===== src/rtl/unsigned_serial_subtractor_24bit.sv =====
// unsigned_serial_subtractor_24bit
//   Purpose : 24-bit unsigned subtractor that processes CHUNK bits per cycle,
//             LSB slice first, and reports Borrow = (A < B).
//   Latency : N = 24/CHUNK cycles from the accept edge to out_valid. With
//             USUB24_ABS_RESULT_EN defined and A < B, a chunked negation pass
//             is added, so the result then takes 2N cycles.
//   Backpressure: one operation in flight. in_ready is high only in IDLE and
//             the result is held in DONE until out_ready.
//
// Ports:
//   clk, rst         single clock, asynchronous active-high reset
//   in_valid/in_ready, A, B         operand handshake (minuend, subtrahend)
//   out_valid/out_ready, Diff, Borrow  result handshake
//
// Build option:
//   USUB24_ABS_RESULT_EN  when defined, Diff is |A-B| instead of (A-B) mod 2^24.

module unsigned_serial_subtractor_24bit #(
  parameter int CHUNK = 4
) (
  input  logic        clk,
  input  logic        rst,
  input  logic        in_valid,
  output logic        in_ready,
  input  logic [23:0] A,
  input  logic [23:0] B,
  output logic        out_valid,
  input  logic        out_ready,
  output logic [23:0] Diff,
  output logic        Borrow
);

  localparam int N = 24 / CHUNK;
  localparam logic [4:0] LAST = 5'(N - 1);
  // Bit position where a freshly computed slice enters the result register.
  localparam int INS = 24 - CHUNK;

  // CHUNK must divide 24 exactly so that every slice is full width.
  if (CHUNK < 1 || CHUNK > 24 || (24 % CHUNK) != 0) begin : g_bad_chunk
    $error("unsigned_serial_subtractor_24bit: CHUNK must divide 24");
  end

`ifdef USUB24_ABS_RESULT_EN
  typedef enum logic [1:0] {
    IDLE = 2'd0,
    SUB  = 2'd1,
    NEG  = 2'd2,
    DONE = 2'd3
  } state_t;
`else
  typedef enum logic [1:0] {
    IDLE = 2'd0,
    SUB  = 2'd1,
    DONE = 2'd3
  } state_t;
`endif

  state_t state;
  state_t state_next;

  // Operand shift registers: the slice being worked on is always in the
  // low CHUNK bits, so the datapath needs no variable-index muxing.
  logic [23:0] a_sh;
  logic [23:0] b_sh;
  // Result register: slices enter at the top and shift down, so after N
  // steps the first (LSB) slice has arrived at bit 0.
  logic [23:0] diff_sh;
  logic        borrow_q;
  logic [4:0]  cnt;
  logic        last;

  // One subtract slice with borrow-in.
  logic [CHUNK-1:0] a_lo;
  logic [CHUNK-1:0] b_lo;
  logic [CHUNK:0]   sub_full;
  logic [23:0]      sub_ins;
  logic             sub_bout;

  assign a_lo     = a_sh[CHUNK-1:0];
  assign b_lo     = b_sh[CHUNK-1:0];
  // The extra MSB of the CHUNK+1 bit difference is the slice borrow-out:
  // the largest underflow is 2^CHUNK, which always lands with that bit set.
  assign sub_full = {1'b0, a_lo} - {1'b0, b_lo} - (CHUNK+1)'(borrow_q);
  assign sub_bout = sub_full[CHUNK];
  assign sub_ins  = 24'(sub_full[CHUNK-1:0]) << INS;
  assign last     = (cnt == LAST);

`ifdef USUB24_ABS_RESULT_EN
  // Two's-complement negation, one slice per cycle: invert and add the
  // running carry, which is seeded with 1 when SUB hands over to NEG.
  logic             carry_q;
  logic [CHUNK-1:0] d_lo;
  logic [CHUNK:0]   neg_full;
  logic [23:0]      neg_ins;

  assign d_lo     = diff_sh[CHUNK-1:0];
  assign neg_full = {1'b0, ~d_lo} + (CHUNK+1)'(carry_q);
  assign neg_ins  = 24'(neg_full[CHUNK-1:0]) << INS;
`endif

  // ---------------------------------------------------------------------
  // State register
  // ---------------------------------------------------------------------
  always_ff @(posedge clk or posedge rst) begin
    if (rst) begin
      state <= IDLE;
    end else begin
      state <= state_next;
    end
  end

  // ---------------------------------------------------------------------
  // Next-state logic
  // ---------------------------------------------------------------------
  always_comb begin
    state_next = state;
    case (state)
      IDLE: begin
        if (in_valid) begin
          state_next = SUB;
        end
      end
      SUB: begin
        if (last) begin
`ifdef USUB24_ABS_RESULT_EN
          // The borrow-out of the final slice decides whether the modulo
          // result must be negated to give the magnitude.
          if (sub_bout) begin
            state_next = NEG;
          end else begin
            state_next = DONE;
          end
`else
          state_next = DONE;
`endif
        end
      end
`ifdef USUB24_ABS_RESULT_EN
      NEG: begin
        if (last) begin
          state_next = DONE;
        end
      end
`endif
      DONE: begin
        if (out_ready) begin
          state_next = IDLE;
        end
      end
      default: begin
        state_next = IDLE;
      end
    endcase
  end

  // ---------------------------------------------------------------------
  // Datapath
  // ---------------------------------------------------------------------
  always_ff @(posedge clk or posedge rst) begin
    if (rst) begin
      a_sh     <= 24'h000000;
      b_sh     <= 24'h000000;
      diff_sh  <= 24'h000000;
      borrow_q <= 1'b0;
      cnt      <= 5'd0;
`ifdef USUB24_ABS_RESULT_EN
      carry_q  <= 1'b0;
`endif
    end else begin
      case (state)
        IDLE: begin
          if (in_valid) begin
            // Operands are captured here; later changes on A/B are ignored.
            a_sh     <= A;
            b_sh     <= B;
            borrow_q <= 1'b0;
            cnt      <= 5'd0;
          end
        end
        SUB: begin
          a_sh     <= a_sh >> CHUNK;
          b_sh     <= b_sh >> CHUNK;
          diff_sh  <= (diff_sh >> CHUNK) | sub_ins;
          // After the last slice this holds the overall borrow, which is
          // exactly the A < B flag presented on Borrow.
          borrow_q <= sub_bout;
          cnt      <= last ? 5'd0 : cnt + 5'd1;
`ifdef USUB24_ABS_RESULT_EN
          carry_q  <= 1'b1;
`endif
        end
`ifdef USUB24_ABS_RESULT_EN
        NEG: begin
          // Borrow is left untouched so it still reports A < B.
          diff_sh <= (diff_sh >> CHUNK) | neg_ins;
          carry_q <= neg_full[CHUNK];
          cnt     <= last ? 5'd0 : cnt + 5'd1;
        end
`endif
        default: begin
          // DONE: hold the result until the consumer takes it.
        end
      endcase
    end
  end

  // ---------------------------------------------------------------------
  // Outputs: all driven from registers
  // ---------------------------------------------------------------------
  assign in_ready  = (state == IDLE);
  assign out_valid = (state == DONE);
  assign Diff      = diff_sh;
  assign Borrow    = borrow_q;

endmodule


===== config.mk =====
export PLATFORM = sky130hd
export DESIGN_NAME = unsigned_serial_subtractor_24bit
export DESIGN_NICKNAME = d
export VERILOG_FILES = /design/src/rtl/unsigned_serial_subtractor_24bit.sv
export SDC_FILE = /design/constraint.sdc
export NUM_CORES = 1
export LEC_CHECK = 0
export ABC_AREA = 1
export CORE_UTILIZATION = 46
export DETAILED_ROUTE_END_ITERATION = 10
export PLACE_DENSITY = 0.82
export SYNTH_ARGS = -nofsm -noshare
export SYNTH_HDL_FRONTEND = slang
export SYNTH_SLANG_ARGS = --single-unit

===== constraint.sdc =====
create_clock -name clk -period 3 [get_ports clk]
set_clock_uncertainty 0.2 [all_clocks]
set_input_delay 0.9 -clock clk [delete_from_list [all_inputs] [get_ports clk]]
set_output_delay 0.9 -clock clk [all_outputs]
set_load 0.05 [all_outputs]

Word-level counts from Yosys, hierarchy flattened. Index checks and enable logic that the tools add are counted.

Memories: 0. Bits in registers: 80. Memory bits (read-only): 0. Latch bits: 0. Output and inout port bits: 27. Logic and storage cells: 33. Input bits: 52. Memory bits (writable): 0.

Equal/unequal tests: 6. Bitwise gates (word level): 1. Reduce and logical (&&, ||, !) cells: 4. Div/mod/pow operators: 0. Shifts and indexed selects: 0. Order comparisons: 0. Multiply operators: 0. $add $sub $neg: 3. Multiplexer cells: 13.

Operators by type and width (count): $pmux 24 s2 (2); $mux 24 (2); $or 20x24->24 (1); $mux 5 (2); $pmux 5 s2 (1); $mux 2 (3); $pmux 2 s3 (1); $add 5x1->5 const B (1); $eq 5x3->1 const B (1); $sub 4x4->5 (1); $sub 5x1->5 (1); $ne 2x2->1 const B (2); $reduce_and 3->1 (1); $eq 2x1->1 const B (1); $eq 2x2->1 const B (1); $logic_not 2->1 (1); $ne 2x1->1 const B (1); $pmux 1 s2 (1); $reduce_and 2->1 (1); $reduce_bool 2->1 (1); $mux 1 (1).

Longest topological paths before layout. Gate-level depths: netlist of the first run.

Depth after elaboration: 3. Gate-level depth with buffers: 11. Depth with buffers taken out: 11.

Worst setup path before layout of the first run. OpenSTA, ideal clock, no wires.

Path type: flip-flop to flip-flop. Start point: register borrow_q (netlist: Borrow). End point: register diff_sh[22] (netlist: Diff[22]). Cell stages (with the launch flop): 8. Clock period less this slack: 2.553 ns. Buffers on the path: 0. Data arrival time: 2.271 ns. Slack: 0.447 ns. Cells stage by stage: dfrtp_1 -> inv_1 -> fa_1 -> ha_1 -> nor2_1 -> fa_1 -> or2_2 -> a31oi_1.

Word-level cells in the longest chain between the ends: 2.

RTL lines: start, declared (line 68) `logic borrow_q;`; start signal, assigned (line 186) `borrow_q <= sub_bout;`; $sub 5x1->5 (line 83) `assign sub_full = {1'b0, a_lo} - {1'b0, b_lo} - (CHUNK+1)'(borrow_q);`; $or 20x24->24 (line 183) `diff_sh <= (diff_sh >> CHUNK) | sub_ins;`; end signal, assigned (line 183); end, declared (line 67) `logic [23:0] diff_sh;`.

No other way between the ends. A chain may end at the register's enable or synchronous reset.

Worst setup path after layout of the first run.
Start point: register diff_sh[12] (netlist: Diff[12]). End point: output Diff[12].

RTL lines: end, declared (line 29) `output logic [23:0] Diff,`.

No word-level cell between the ends.

==> impl_metrics.ini, run 1 <==
[run_status]
status = complete, no violations

[placement]
gp_congestion = 0.810
numPortBuffers = 78
dp_worst_setup_slack_ps = 401
hpwl_mm = 5.72

[logic_synthesis]
synthFlopType = dfrtp_1
syn_inst = 462
ys_seq_area_share_pct = 52.3
async_flop_share_pct = 100
syn-cell-area_sq_um = 3830
synth-edff-count = 0
yosys_warnings = 0
syn_area_per_cell_sq_um = 8.29
syn-num-nets = 524
ys_types = 25
ys_ff_latch = 80

[critical_path]
path_cells = clkdlybuf4s50_1
cp-end-kind = primary output
slowest_stage = clkdlybuf4s50_1
critPathArrivalTime_ps = 1570
required_ps = 1900
crit_buf_inv = 1
path_class = reg2out
worst-path-max-fanout = 3
crit_path_start_kind = flip-flop
cpLargestDelayFamily = buffers and inverters
slowest_delay_ps = 820

[global_route]
track_usage_pct = 20.4
grt_pass1_vias = 3084
antenna_found_initial = 0
overflow = 0
grt_pass1_wl_mm = 13.8
grt_max_degree = 53

[layout]
seq_area_sq_um = 2000
n_antenna_cell = 0
utilization_pct = 62.4
final_layout_size_suffix_gt1_share_pct = 7.93
fin_nets = 599
area_growth_syn_to_layout_pct = 28.4
fill_cells = 686
multi_input_area_sq_um = 1450

[sta]
period_share_pct = 88.9
rsz0062_at_grt = false
finalSetupTns_ps = 0
period_needed_ps = 2670
maxSlewHeadroom_pct = 58.9
tightest_slew_ps = 616
hold_viol_final = 0
setup_viol_count_final = 0
slew_violations = 0
fin_ws_ps = 334
max_freq_mhz = 375

[clock_network]
cts.sinks = 80
cts-root-buf = clkbuf_8
cts_tree = done
insertion_delay_ps = 350
clk_pin_slew_ps = 80
cts_buffer_depth = 2
cts_buffers = 9
ctsHoldBuffers = 0
htree_num_levels = 3

[pwr]
p_leak_nw = 2.26
peakVddDrop_v = 0.000476
power_density_nw_per_um2 = 1100

[worst_hold_path]
min_path_type = reg2reg

[floorplanning]
die_area_sq_um = 8700
io_pins = 79
fp.coreArea_sq_um = 7890
chipWidth_um = 93.3
rows = 32
start_util_pct = 48.6
die_h_um = 93.3

[detailed_routing]
drc = 0
drt-pass1-iter-count = 4
wl_per_cell_um = 12.6
final_antenna_net_count = 0
vias_per_cell = 4.93
dr_total_vias = 3175
drt_iter0_markers = 151
wirelength_mm = 8.11

[run]
cap_violations = 0
==> stage by stage <==
stage          cells  power [mW]  area (sq um)  hold WS [ps]
4_1_cts          644        5.44          4920           286
6_report         644        5.39          4920           283
3_3_place_gp     628        4.49          4720           262
3_5_place_dp     628        4.63          4720           264
2_1_floorplan    462        3.83          3830           253
5_1_grt          644        5.82          4920           303
==> cell usage after synthesis, drive strengths merged (2+ instances only) <==
cell type / count / area (sq um)
nand2: 163 / 614
o21ai: 90 / 484
dfrtp: 80 / 2000
inv: 61 / 229
buf: 17 / 125
nand3: 16 / 80.1
ha: 8 / 100
clkbuf: 6 / 22.5
nor2: 5 / 18.8
o211ai: 5 / 57.6
nand4: 3 / 18.8
fa: 2 / 40.0
or2: 2 / 12.5
==> layout by cell type (no fill, tap or decap) <==
| cell type | Yosys | final |
|---|---|---|
| o22ai_1 | 1 | 1 |
| nand2_1 | 162 | 162 |
| inv_1 | 59 | 58 |
| a31oi_1 | 1 | 1 |
| clkinvlp_4 | 0 | 4 |
| nand2_2 | 1 | 1 |
| o21ai_1 | 30 | 30 |
| dlymetal6s2s_1 | 0 | 1 |
| clkinv_2 | 0 | 2 |
| fa_1 | 2 | 2 |
| a21oi_1 | 1 | 1 |
| clkbuf_8 | 0 | 9 |
| bufinv_16 | 0 | 1 |
| dfrtp_1 | 80 | 80 |
| clkdlybuf4s50_1 | 0 | 76 |
| inv_6 | 0 | 1 |
| xnor2_1 | 1 | 1 |
| buf_12 | 0 | 5 |
| o211ai_2 | 4 | 4 |
| buf_4 | 1 | 5 |
| o211ai_1 | 1 | 1 |
| o21ai_2 | 6 | 6 |
| o21ai_4 | 1 | 1 |
| nand3_1 | 16 | 16 |
| inv_2 | 2 | 2 |
| o21ai_0 | 53 | 53 |
| nor2_1 | 5 | 5 |
| or2_2 | 2 | 2 |
| nand4_1 | 3 | 3 |
| ha_1 | 8 | 8 |
==> layout make-up <==
| cell class | count | share of cell area, % |
|---|---|---|
| Clock inverter | 7 | 1.45 |
| Timing Repair Buffer | 87 | 18.5 |
| Sequential cell | 80 | 40.7 |
| Inverter | 61 | 4.73 |
| Tap cell | 102 | 2.59 |
| Multi-Input combinational cell | 298 | 29.5 |
| Clock buffer | 9 | 2.52 |
==> routing by layer <==
metal  part of all wire (%)  up-vias  GRT usage [%]
met2                     49       97           35.2
met1                     45     1462           25.7
met5                      0        -              0
met3                    4.3       11           2.76
met4                    1.8        0           8.46
li1                       -     1605              -
==> where the power goes <==
| group | internal (mW) | leakage (nW) | switching [mW] | total, mW |
|---|---|---|---|---|
| clock network | 0.384 | 0.0916 | 0.415 | 0.799 |
| logic | 0.985 | 1.14 | 1.88 | 2.87 |
| registers | 1.49 | 1.03 | 0.237 | 1.73 |
| total | 2.86 | 2.26 | 2.53 | 5.39 |
==> final timing paths <==
kind                                              to  cells past startpoint  slack [ps]                  from
worst max-delay path                        Diff[12]                      1         330  Diff[12]$_DFFE_PP0P_
worst min-delay path             Diff[1]$_DFFE_PP0P_                      2         280   Diff[1]$_DFFE_PP0P_
worst max register to register  Diff[22]$_DFFE_PP0P_                      7         660    Borrow$_DFFE_PP0P_
worst min register to register   Diff[1]$_DFFE_PP0P_                      2         280   Diff[1]$_DFFE_PP0P_
max in group asynchronous        a_sh[0]$_DFFE_PP0P_                      3        1320                   rst
min in group asynchronous       Diff[19]$_DFFE_PP0P_                      2         740                   rst
==> cells by family after synthesis <==
family,synth area share (%)
AOI/OAI and AO/OA,14.6
adders and majority gates,3.66
DFF,52.3
buffers and inverters,9.83
xor gates and xnor gates,0.229
and+or+nand+nor,19.4
==> state kept, by name, summed over array words and instances (netlist names) <==
signal and flops:
a_sh 24, state 2, Borrow 1, Diff 24
b_sh 24, cnt 5
==> repair_timing <==
| action | in CTS | in global routing |
|---|---|---|
| hold endpoints to repair | 0 | 0 |
| gates resized for setup | 0 | 1 |
| setup buffers | 0 | 0 |
| setup endpoints to repair | 0 | 1 |
Note: power is estimated with default switching activity, not from simulation.
==> inputs of run 2 (changes only) <==
--- a/config.mk
+++ b/config.mk
@@ -6,9 +6,10 @@
 export NUM_CORES = 1
 export LEC_CHECK = 0
 export ABC_AREA = 1
-export CORE_UTILIZATION = 46
+export CORE_UTILIZATION = 51
 export DETAILED_ROUTE_END_ITERATION = 10
-export PLACE_DENSITY = 0.82
+export PLACE_DENSITY = 0.86
+export SKIP_CTS_REPAIR_TIMING = 1
 export SYNTH_ARGS = -nofsm -noshare
 export SYNTH_HDL_FRONTEND = slang
 export SYNTH_SLANG_ARGS = --single-unit
==> constraint.sdc (replaced) <==
create_clock -name clk -period 2.71 [get_ports clk]
set_clock_uncertainty 0.2 [all_clocks]
set_input_delay 0.813 -clock clk [delete_from_list [all_inputs] [get_ports clk]]
set_output_delay 0.813 -clock clk [all_outputs]
set_load 0.05 [all_outputs]
==> run 2 against run 1 <==
Net effect:
- clock power up 6.5%
- global-route usage up 2.2 points
- sequential power up 10%
- final area about the same
- sequential share of layout area about the same
- clock-buffer cell count up 3
- register-to-register slack worse by 290 ps
- non-clock buffer count up 2
- power up 11%
- wire length down 0.32%
- die area down 9.6%
- utilization up 5.4 points
- critical path type unchanged
- largest power group unchanged
==> impl_metrics.ini, run 2 (synthesized netlist as in run 1, its figures left out) <==
[sta]
period_needed_ps = 2580
setup_viol_count_final = 0
hold_viol_final = 0
rsz0062_at_grt = false
fin_ws_ps = 128
period_share_pct = 95.3
maxSlewHeadroom_pct = 63.5
slew_violations = 0
tightest_slew_ps = 545
finalSetupTns_ps = 0
max_freq_mhz = 387

[critical_path]
crit_buf_inv = 1
path_cells = clkdlybuf4s50_1
critPathArrivalTime_ps = 1570
path_class = reg2out
worst-path-max-fanout = 3
cp-end-kind = primary output
slowest_delay_ps = 830
crit_path_start_kind = flip-flop
cpLargestDelayFamily = buffers and inverters
slowest_stage = clkdlybuf4s50_1
reg2reg_from = Borrow$_DFFE_PP0P_
r2r_slack_ps = 370
r2r-end = Diff[22]$_DFFE_PP0P_
required_ps = 1700
r2r_cells = 7

[detailed_routing]
final_antenna_net_count = 0
drc = 0
drt-pass1-iter-count = 5
vias_per_cell = 5.00
drt_iter0_markers = 195
wl_per_cell_um = 12.6
dr_total_vias = 3209
wirelength_mm = 8.08

[layout]
final_common_cell = nand2_1
area_growth_syn_to_layout_pct = 28.4
fin_nets = 601
final_cell_mix = nand2_1 (162), dfrtp_1 (80), clkdlybuf4s50_1 (76)
n_antenna_cell = 0
multi_input_area_sq_um = 1450
seq_area_sq_um = 2000
fin_cells = 642
design_area_sq_um = 4920
fill_cells = 584
final_layout_size_suffix_gt1_share_pct = 7.92

[clock_network]
cts-root-buf = clkbuf_8
cts.sinks = 80
cts_buffer_depth = 2
htree_num_levels = 3
insertion_delay_ps = 340
clk_pin_slew_ps = 80
cts_buffers = 9
cts_tree = done

[floorplanning]
rows = 31
chipWidth_um = 88.7
io_pins = 79
fp.coreArea_sq_um = 7250
die_area_sq_um = 7860
start_util_pct = 52.8
die_h_um = 88.7

[worst_hold_path]
holdCritStartpoint = Diff[1]$_DFFE_PP0P_
hold_path_end = Diff[1]$_DFFE_PP0P_
hold_depth = 2
min_path_type = reg2reg

[global_route]
grt_pass1_vias = 3087
antenna_found_initial = 0
track_usage_pct = 22.6
grt_pass1_wl_mm = 13.6
overflow = 0
grt_max_degree = 45

[pwr]
peakVddDrop_v = 0.000463
finalPower_mw = 5.99
p_int_mw = 3.22
swShare_pct = 46.2
p_comb_share_pct = 53.8
power_switching_mw = 2.77
power_frac_seq_pct = 32.0
power_density_nw_per_um2 = 1220
power_frac_clock_pct = 14.2
p_leak_nw = 2.26

[placement]
dp_worst_setup_slack_ps = 391
gp_congestion = 0.783
numPortBuffers = 78
hpwl_mm = 5.78
dpl_cell_area_sq_um = 4730
placedCellCount = 627

[run_status]
status = complete, no violations

[run]
cap_violations = 0
[run 2: changes by cell type in the layout (fill, tap and decap cells not counted), sizes merged]
cell,before,now
buf,10,13
clkbuf,9,12
clkinvlp,4,2
clkinv,2,1
dlymetal6s2s,1,0
inv,61,60
[run 2: worst max path at each step]
stage | start | endpoint | slack, ps | cells after the start
floorplan | Borrow$_DFFE_PP0P_ | Diff[22]$_DFFE_PP0P_ | 160 | 7
finish | Diff[22]$_DFFE_PP0P_ | Diff[22] | 130 | 1
detailed placement | Borrow$_DFFE_PP0P_ | Diff[22]$_DFFE_PP0P_ | 390 | 7
CTS | Diff[22]$_DFFE_PP0P_ | Diff[22] | 110 | 1
global placement | in_valid | a_sh[17]$_DFFE_PP0P_ | 480 | 6
global route | Borrow$_DFFE_PP0P_ | Borrow | 80 | 1
[run 2: power groups by stage]
stage | Clock, mW | Combinational (mW) | Sequential (mW)
after floorplan | 0 | 1.69 | 2.55
after global placement | 0 | 3.10 | 1.91
after detailed placement | 0 | 3.23 | 1.94
after CTS | 0.866 | 3.25 | 1.91
after global routing | 0.917 | 3.58 | 1.96
final | 0.851 | 3.22 | 1.91
[run 2: stage by stage]
stage | hold slack, ps | utilization [%]
finish | 285 | 67.8
global route | 324 | 67.8
CTS | 286 | 67.8
detailed placement | 266 | 65.2
global placement | 262 | 65.2
floorplan | 253 | -
[run 2: layout make-up]
type                    instances  area share (%)
clock buffers                  12            2.95
clock inverters                 3           0.865
inverters                      61            4.73
multi-input cells             298            29.5
flip-flops and latches         80            40.7
well taps                      99            2.52
repair buffers                 89            18.7
[run 2: per-layer routing]
| layer | part of all wire (%) | global-route usage, % | wire (um) | vias up |
|---|---|---|---|---|
| met5 | 0 | 0 | 0 | - |
| met3 | 4.5 | 4.29 | 360 | 7 |
| met1 | 43 | 28.8 | 3510 | 1507 |
| met4 | 0.97 | 5.72 | 78 | 0 |
| met2 | 51 | 39.7 | 4130 | 89 |
| li1 | - | - | - | 1606 |
==> inputs of run 3 (changes only) <==
--- a/config.mk
+++ b/config.mk
@@ -6,6 +6,7 @@
 export NUM_CORES = 1
 export LEC_CHECK = 0
 export ABC_AREA = 1
+export CAP_MARGIN = 40
 export CORE_UTILIZATION = 51
 export DETAILED_ROUTE_END_ITERATION = 10
 export PLACE_DENSITY = 0.86
==> results of run 3 <==
No change in the layout: final DEF, timing and power equal those of run 2.
